### src/rtl/mem_arb_pkg.sv
// Shared types for the SRAM port arbiter: default sizes, port index, arbiter state, lock counter width.
// Pure declarations, no logic.
package mem_arb_pkg;

  localparam int unsigned DefNumPorts  = 2;
  localparam int unsigned DefAddrWidth = 13;
  localparam int unsigned DefDataWidth = 64;
  localparam int unsigned DefMaxLock   = 16;
  localparam int unsigned PortIdxWidth = $clog2(DefNumPorts);

  typedef logic [PortIdxWidth-1:0] port_idx_t;

  typedef enum logic {
    ARB,
    LOCKED
  } state_e;

  // Counter must hold MaxLock itself, not just MaxLock-1.
  function automatic int unsigned lock_cnt_width(input int unsigned max_lock);
    return $clog2(max_lock + 1);
  endfunction

endpackage

### src/rtl/sram_port_arbiter_if.sv
// Requester-side mem bus of the SRAM port arbiter, one lane per port.
// Grant is same-cycle; rvalid/rdata arrive one cycle after the grant.
interface sram_port_arbiter_if
  import mem_arb_pkg::*;
#(
  parameter int unsigned NumPorts  = DefNumPorts,
  parameter int unsigned AddrWidth = DefAddrWidth,
  parameter int unsigned DataWidth = DefDataWidth
);

  logic [NumPorts-1:0]                  req;
  logic [NumPorts-1:0]                  lock;
  logic [NumPorts-1:0][AddrWidth-1:0]   addr;
  logic [NumPorts-1:0]                  we;
  logic [NumPorts-1:0][DataWidth-1:0]   wdata;
  logic [NumPorts-1:0][DataWidth/8-1:0] be;
  logic [NumPorts-1:0]                  gnt;
  logic [NumPorts-1:0]                  rvalid;
  logic [DataWidth-1:0]                 rdata;

  modport master (output req, lock, addr, we, wdata, be, input gnt, rvalid, rdata);
  modport slave  (input req, lock, addr, we, wdata, be, output gnt, rvalid, rdata);

endinterface

### src/rtl/sram_rr_picker.sv
// Combinational round-robin pick: first requester at or after ptr_i, wrapping modulo NumPorts.
// Zero latency; never stalls.
module sram_rr_picker #(
  parameter  int unsigned NumPorts = 2,
  localparam int unsigned IdxW     = $clog2(NumPorts)
) (
  input  logic [NumPorts-1:0] req_i,
  input  logic [IdxW-1:0]     ptr_i,
  output logic [NumPorts-1:0] gnt_o,
  output logic [IdxW-1:0]     idx_o,
  output logic                vld_o
);

  always_comb begin
    int unsigned p;
    logic [IdxW-1:0] pi;
    p     = 0;
    pi    = '0;
    gnt_o = '0;
    idx_o = '0;
    vld_o = 1'b0;
    for (int unsigned k = 0; k < NumPorts; k++) begin
      p  = (32'(ptr_i) + k) % NumPorts;
      pi = IdxW'(p);
      if (!vld_o && req_i[pi]) begin
        vld_o     = 1'b1;
        gnt_o[pi] = 1'b1;
        idx_o     = pi;
      end
    end
  end

endmodule

### src/rtl/sram_port_arbiter.sv
// Round-robin share of one single-port SRAM between NumPorts requesters, with bounded ownership lock.
// Grant same cycle as req, rvalid one cycle later to the issuing port; losers simply hold req.
module sram_port_arbiter
  import mem_arb_pkg::*;
#(
  parameter int unsigned NumPorts  = DefNumPorts,
  parameter int unsigned AddrWidth = DefAddrWidth,
  parameter int unsigned DataWidth = DefDataWidth,
  parameter int unsigned MaxLock   = DefMaxLock
) (
  input  logic                   clk_i,
  input  logic                   rst_ni,
  sram_port_arbiter_if.slave     bus,
  output logic                   sram_req_o,
  output logic                   sram_we_o,
  output logic [AddrWidth-1:0]   sram_addr_o,
  output logic [DataWidth-1:0]   sram_wdata_o,
  output logic [DataWidth/8-1:0] sram_be_o,
  input  logic [DataWidth-1:0]   sram_rdata_i
);

  localparam int unsigned IdxW = $clog2(NumPorts);
  localparam int unsigned CntW = lock_cnt_width(MaxLock);

  state_e              state_q;
  logic [IdxW-1:0]     owner_q, ptr_q, gnt_idx, pick_idx, next_ptr;
  logic [CntW-1:0]     cnt_q, streak;
  logic [NumPorts-1:0] pick_gnt, gnt, rvalid_q;
  logic                pick_vld, owner_hold, gnt_vld, keep_lock;

  sram_rr_picker #(.NumPorts(NumPorts)) u_picker (
    .req_i (bus.req),
    .ptr_i (ptr_q),
    .gnt_o (pick_gnt),
    .idx_o (pick_idx),
    .vld_o (pick_vld)
  );

  // A locked owner that still requests overrides the rotation; otherwise fall straight to the picker.
  assign owner_hold = (state_q == LOCKED) && bus.req[owner_q];

  always_comb begin
    gnt     = pick_gnt;
    gnt_idx = pick_idx;
    gnt_vld = pick_vld;
    if (owner_hold) begin
      gnt          = '0;
      gnt[owner_q] = 1'b1;
      gnt_idx      = owner_q;
      gnt_vld      = 1'b1;
    end
  end

  assign streak    = owner_hold ? cnt_q + CntW'(1) : CntW'(1);
  assign keep_lock = bus.lock[gnt_idx] && (streak < CntW'(MaxLock));
  assign next_ptr  = (gnt_idx == IdxW'(NumPorts - 1)) ? '0 : gnt_idx + IdxW'(1);

  always_ff @(posedge clk_i or negedge rst_ni) begin
    if (!rst_ni) begin
      state_q  <= ARB;
      owner_q  <= '0;
      cnt_q    <= '0;
      ptr_q    <= '0;
      rvalid_q <= '0;
    end else begin
      rvalid_q <= gnt;
      if (gnt_vld) begin
        // Pointer always moves past the winner, so a forced release skips the old owner.
        ptr_q <= next_ptr;
        if (keep_lock) begin
          state_q <= LOCKED;
          owner_q <= gnt_idx;
          cnt_q   <= streak;
        end else begin
          state_q <= ARB;
          cnt_q   <= '0;
        end
      end else begin
        state_q <= ARB;
        cnt_q   <= '0;
      end
    end
  end

  assign bus.gnt      = gnt;
  assign bus.rvalid   = rvalid_q;
  assign bus.rdata    = sram_rdata_i;
  assign sram_req_o   = gnt_vld;
  assign sram_we_o    = gnt_vld & bus.we[gnt_idx];
  assign sram_addr_o  = gnt_vld ? bus.addr[gnt_idx]  : '0;
  assign sram_wdata_o = gnt_vld ? bus.wdata[gnt_idx] : '0;
  assign sram_be_o    = gnt_vld ? bus.be[gnt_idx]    : '0;

endmodule

### src/flat_wrapper.sv
// flat-port wrapper written by rule: the top's interface ports become plain ports
module sram_port_arbiter_flat import mem_arb_pkg::*;
#(
  parameter int unsigned NumPorts  = DefNumPorts,
  parameter int unsigned AddrWidth = DefAddrWidth,
  parameter int unsigned DataWidth = DefDataWidth,
  parameter int unsigned MaxLock   = DefMaxLock
)
  (clk_i, rst_ni, sram_req_o, sram_we_o, sram_addr_o, sram_wdata_o, sram_be_o, sram_rdata_i, bus_req, bus_lock, bus_addr, bus_we, bus_wdata, bus_be, bus_gnt, bus_rvalid, bus_rdata);
  sram_port_arbiter_if #(.NumPorts(NumPorts), .AddrWidth(AddrWidth), .DataWidth(DataWidth)) bus_i ();
  input  logic clk_i;
  input  logic rst_ni;
  output logic sram_req_o;
  output logic sram_we_o;
  output logic [AddrWidth-1:0] sram_addr_o;
  output logic [DataWidth-1:0] sram_wdata_o;
  output logic [DataWidth/8-1:0] sram_be_o;
  input  logic [DataWidth-1:0] sram_rdata_i;
  input wire logic [$bits(bus_i.req)-1:0] bus_req;
  input wire logic [$bits(bus_i.lock)-1:0] bus_lock;
  input wire logic [$bits(bus_i.addr)-1:0] bus_addr;
  input wire logic [$bits(bus_i.we)-1:0] bus_we;
  input wire logic [$bits(bus_i.wdata)-1:0] bus_wdata;
  input wire logic [$bits(bus_i.be)-1:0] bus_be;
  output wire logic [$bits(bus_i.gnt)-1:0] bus_gnt;
  output wire logic [$bits(bus_i.rvalid)-1:0] bus_rvalid;
  output wire logic [$bits(bus_i.rdata)-1:0] bus_rdata;
  assign bus_i.req = bus_req;
  assign bus_i.lock = bus_lock;
  assign bus_i.addr = bus_addr;
  assign bus_i.we = bus_we;
  assign bus_i.wdata = bus_wdata;
  assign bus_i.be = bus_be;
  assign bus_gnt = bus_i.gnt;
  assign bus_rvalid = bus_i.rvalid;
  assign bus_rdata = bus_i.rdata;
  sram_port_arbiter #(.NumPorts(NumPorts), .AddrWidth(AddrWidth), .DataWidth(DataWidth), .MaxLock(MaxLock)) u_core (.clk_i(clk_i), .rst_ni(rst_ni), .bus(bus_i), .sram_req_o(sram_req_o), .sram_we_o(sram_we_o), .sram_addr_o(sram_addr_o), .sram_wdata_o(sram_wdata_o), .sram_be_o(sram_be_o), .sram_rdata_i(sram_rdata_i));
endmodule
### config.mk
export PLATFORM = sky130hd
export DESIGN_NAME = sram_port_arbiter_flat
export DESIGN_NICKNAME = d
export VERILOG_FILES = /design/src/rtl/mem_arb_pkg.sv /design/src/rtl/sram_port_arbiter_if.sv /design/src/rtl/sram_rr_picker.sv /design/src/rtl/sram_port_arbiter.sv /design/src/flat_wrapper.sv
export SDC_FILE = /design/constraint.sdc
export NUM_CORES = 1
export LEC_CHECK = 0
export ABC_CLOCK_PERIOD_IN_PS = 1700
export CORE_AREA = 2 2 154 156
export CTS_CLUSTER_DIAMETER = 100
export DETAILED_ROUTE_END_ITERATION = 7
export DIE_AREA = 0 0 156 158
export GPL_TIMING_DRIVEN = 0
export SLEW_MARGIN = 20
export SYNTH_ARGS = -nofsm -noshare
export SYNTH_HDL_FRONTEND = slang
export SYNTH_SLANG_ARGS = --single-unit
export TNS_END_PERCENT = 10
### constraint.sdc
create_clock -name clk_i -period 1.7 [get_ports clk_i]
set_clock_uncertainty 0.05 [all_clocks]
set_input_delay 0.34 -clock clk_i [delete_from_list [all_inputs] [get_ports clk_i]]
set_output_delay 0.34 -clock clk_i [all_outputs]
set_load 0.02 [all_outputs]
==> flow_metrics.env <==
export IMPL_drc=0
export IMPL_multi_input_area_sq_mm=0.00157
export IMPL_grt_pass1_wl_um=18600
export IMPL_grt_antenna_before_repair=0
export IMPL_slowest_delay_ns=0.39
export IMPL_synthCells=298
export IMPL_p_sw_w=0.00116
export IMPL_grt_pass1_vias=3216
export IMPL_pwr_share_clk=0.135
export IMPL_drt_iter0_markers=102
export IMPL_cp_max_fo=7
export IMPL_clockBufferDepth=2
export IMPL_core_sq_mm=0.0231
export IMPL_drive_above_1_share=0.358
export IMPL_setup_viol=88
export IMPL_rsz0062_at_grt="true"
export IMPL_clk_pin_slew_ns=0.04
export IMPL_groute_usage_overall=0.0983
export IMPL_drv_slew=0
export IMPL_h_tree_depth=1
export IMPL_power_density_mw_per_mm2=479
export IMPL_cap_violations=0
export IMPL_async_flop_share=1.00
export IMPL_arrival_ns=1.94
export IMPL_synth_top_cell_by_area="mux2i_1"
export IMPL_synthesis_area_sq_mm=0.00225
export IMPL_cts_root_buf="clkbuf_16"
export IMPL_yosysWarnings=0
export IMPL_seqPwrFrac=0.092
export IMPL_io_pins=397
export IMPL_grt_ovfl_total=0
export IMPL_start_kind="register"
export IMPL_vdd_ir_drop_max_mv=0.250
export IMPL_instances_no_fill=941
export IMPL_ys_ff_latch=10
export IMPL_numCtsBuffers=3
export IMPL_place_gp_congestion=0.711
export IMPL_drtPass1Iterations=4
export IMPL_ys_flop_type="dfrtp_1"
export IMPL_num_rows=56
export IMPL_clk_latency_ns=0.24
export IMPL_port_buffers=332
export IMPL_synthesis_nets=541
export IMPL_seqCellArea_sq_um=250
export IMPL_finalHoldViolCount=0
export IMPL_relSlewSlack=0.664
export IMPL_min_period_ns=2.33
export IMPL_syn_to_final_growth_pct=178
export IMPL_fmax_mhz=429
export IMPL_worstSetupEndpointType="output pin"
export IMPL_dp_hpwl_um=11900
export IMPL_min_path_type="in2async"
export IMPL_grt_max_degree=11
export IMPL_worst_pin_slew_ns=0.503
export IMPL_fin_setup_tns_ns=-48.60
export IMPL_layout_setup_ws_ns=-0.631
export IMPL_routed_wl_um=13900
export IMPL_ant_nets=0
export IMPL_cts_hold_buffers=0
export IMPL_syn_area_per_cell_sq_um=7.56
export IMPL_crit_type="reg2out"
export IMPL_fin_crit_sh=1.37
export IMPL_antennaDiodeCount=0
export IMPL_synth_edff_count=0
export IMPL_p_leak_nw=2.77
export IMPL_dieArea_sq_mm=0.0246
export IMPL_cts_tree="yes"
export IMPL_switching_share=0.386
export IMPL_ys_seq_area_frac=0.111
export IMPL_cp_slowest_cell="dfrtp_1"
export IMPL_status="finished, violations left"
export IMPL_start_util=0.0977
export IMPL_wl_per_cell_um=14.8
export IMPL_violations="negative setup slack"
export IMPL_crit_path_frequent_cell="mux2i_1"
export IMPL_die_height_um=158
export IMPL_p_comb_frac=0.772
export IMPL_synth_cell_types=25
export IMPL_synth_top_cell_area_share=0.391
export IMPL_place_inst=920
export IMPL_clock_sinks=10
export IMPL_routed_via_count=3346
export IMPL_power_w=0.00300
export IMPL_nFillCells=2518
export IMPL_post_route_util=0.271
export IMPL_cp_required_ns=1.31
export IMPL_cp_cell_sequence="mux2i_1 > a21oi_1 > buf_6 > buf_8 > buf_12 > mux2i_1 > nor2_1 > buf_4"
export IMPL_yosysMostFrequentCell="nor2_1"
export IMPL_nNetsFinal=896
export IMPL_reg2reg_depth=6
export IMPL_p_int_w=0.00184
export IMPL_ys_top_cells_by_count="nor2_1, mux2i_1, buf_4, dfrtp_1, clkbuf_1"
export IMPL_via_per_inst=3.56
export IMPL_netlist_top_cells_area="mux2i_1, buf_4, nor2_1, dfrtp_1, buf_8"
export IMPL_die_width_um=156
power groups by stage:
stage	sequential (W)	combinational [W]	clock, W
3_3_place_gp	0.000281	0.00219	0
3_5_place_dp	0.000282	0.00220	0
2_1_floorplan	0.000284	0.00102	0
4_1_cts	0.000277	0.00226	0.000413
5_1_grt	0.000280	0.00245	0.000427
6_report	0.000277	0.00232	0.000406
path summary, 6_finish.rpt:
| kind | startpoint | end | slack [ns] |
|---|---|---|---|
| hold / removal | rst_ni | u_core.owner_q | 0.38 |
| setup / recovery | u_core.state_q | sram_wdata_o[24] | -0.63 |
| max in group asynchronous | rst_ni | u_core.cnt_q[3] | 0.90 |
| setup reg to reg | u_core.state_q | u_core.cnt_q[0] | 0.03 |
| hold reg to reg | u_core.cnt_q[4] | u_core.cnt_q[2] | 0.42 |
| min in group clk_i | u_core.cnt_q[4] | u_core.cnt_q[2] | 0.42 |
cells by family (layout without fill, tap and decap cells):
group,count (synthesis),count (layout),share of synthesized area
AOI/OAI and AO/OA,7,7,0.0211
xor gates and xnor gates,3,3,0.0117
other,1,1,0.00167
muxes,89,89,0.396
buffers and inverters,86,439,0.275
and+or+nand+nor,101,101,0.178
DFF,10,10,0.111
adders and majority gates,1,1,0.00555
cell usage in the layout, fill, tap and decap left out, drive strengths merged:
cell,instances
clkbuf,13
a211o,1
dfrtp,10
nand4,1
xor2,2
nor2,92
inv,3
xnor2,1
clkdlybuf4s15,1
o2bb2ai,1
buf,179
nand2,2
mux2i,88
a21oi,3
nor4,1
nor4b,1
clkdlybuf4s50,241
o21a,1
conb,1
ha,1
mux2,1
nand3,2
dlygate4sd2,2
o211ai,1
nor3,2
critical path: cells and delay by family (launching register included):
| kind | cells | cell delay (ns) |
|---|---|---|
| buf+inv | 4 | 0.69 |
| flops | 1 | 0.39 |
| mux | 2 | 0.35 |
| compound gates | 1 | 0.18 |
| simple gates | 1 | 0.07 |
sequential cells by signal, indices dropped and copies added, names as in the netlist:
register and count:
u_core.bus.rvalid 2, u_core.cnt_q 5, u_core.owner_q 1, u_core.ptr_q 1, u_core.state_q 1
metrics by stage:
stage / instance area [sq um] / setup slack, ns / hold slack, ns
3_3_place_gp: 5990 / -2.18 / 0.396
5_1_grt: 6260 / -0.727 / 0.422
2_1_floorplan: 2300 / -0.165 / -0.00559
6_report: 6260 / -0.631 / 0.378
4_1_cts: 6090 / -0.638 / 0.397
3_5_place_dp: 5990 / -1.87 / 0.407
timing repair:
action / in CTS / in global routing
gates resized for setup: 449 / 27
setup endpoints to repair: 96 / 94
gates cloned: 3 / 2
setup buffers: 11 / 2
pin swaps: 2 / 4
layer usage:
metal / track usage / part of all wire / vias up
met4: 0.0149 / 0.0072 / 0
met3: 0.0263 / 0.10 / 9
met1: 0.109 / 0.36 / 1490
met5: 0 / 0 / -
li1: - / - / 1626
met2: 0.190 / 0.53 / 221
cell type report:
class	count	area share
Clock buffer	3	0.0120
Buffer	83	0.114
Tap cell	290	0.0580
Sequential cell	10	0.0400
Inverter	3	0.00180
Multi-Input combinational cell	202	0.250
Timing Repair Buffer	350	0.524
Power figures use the tool's default switching activity.
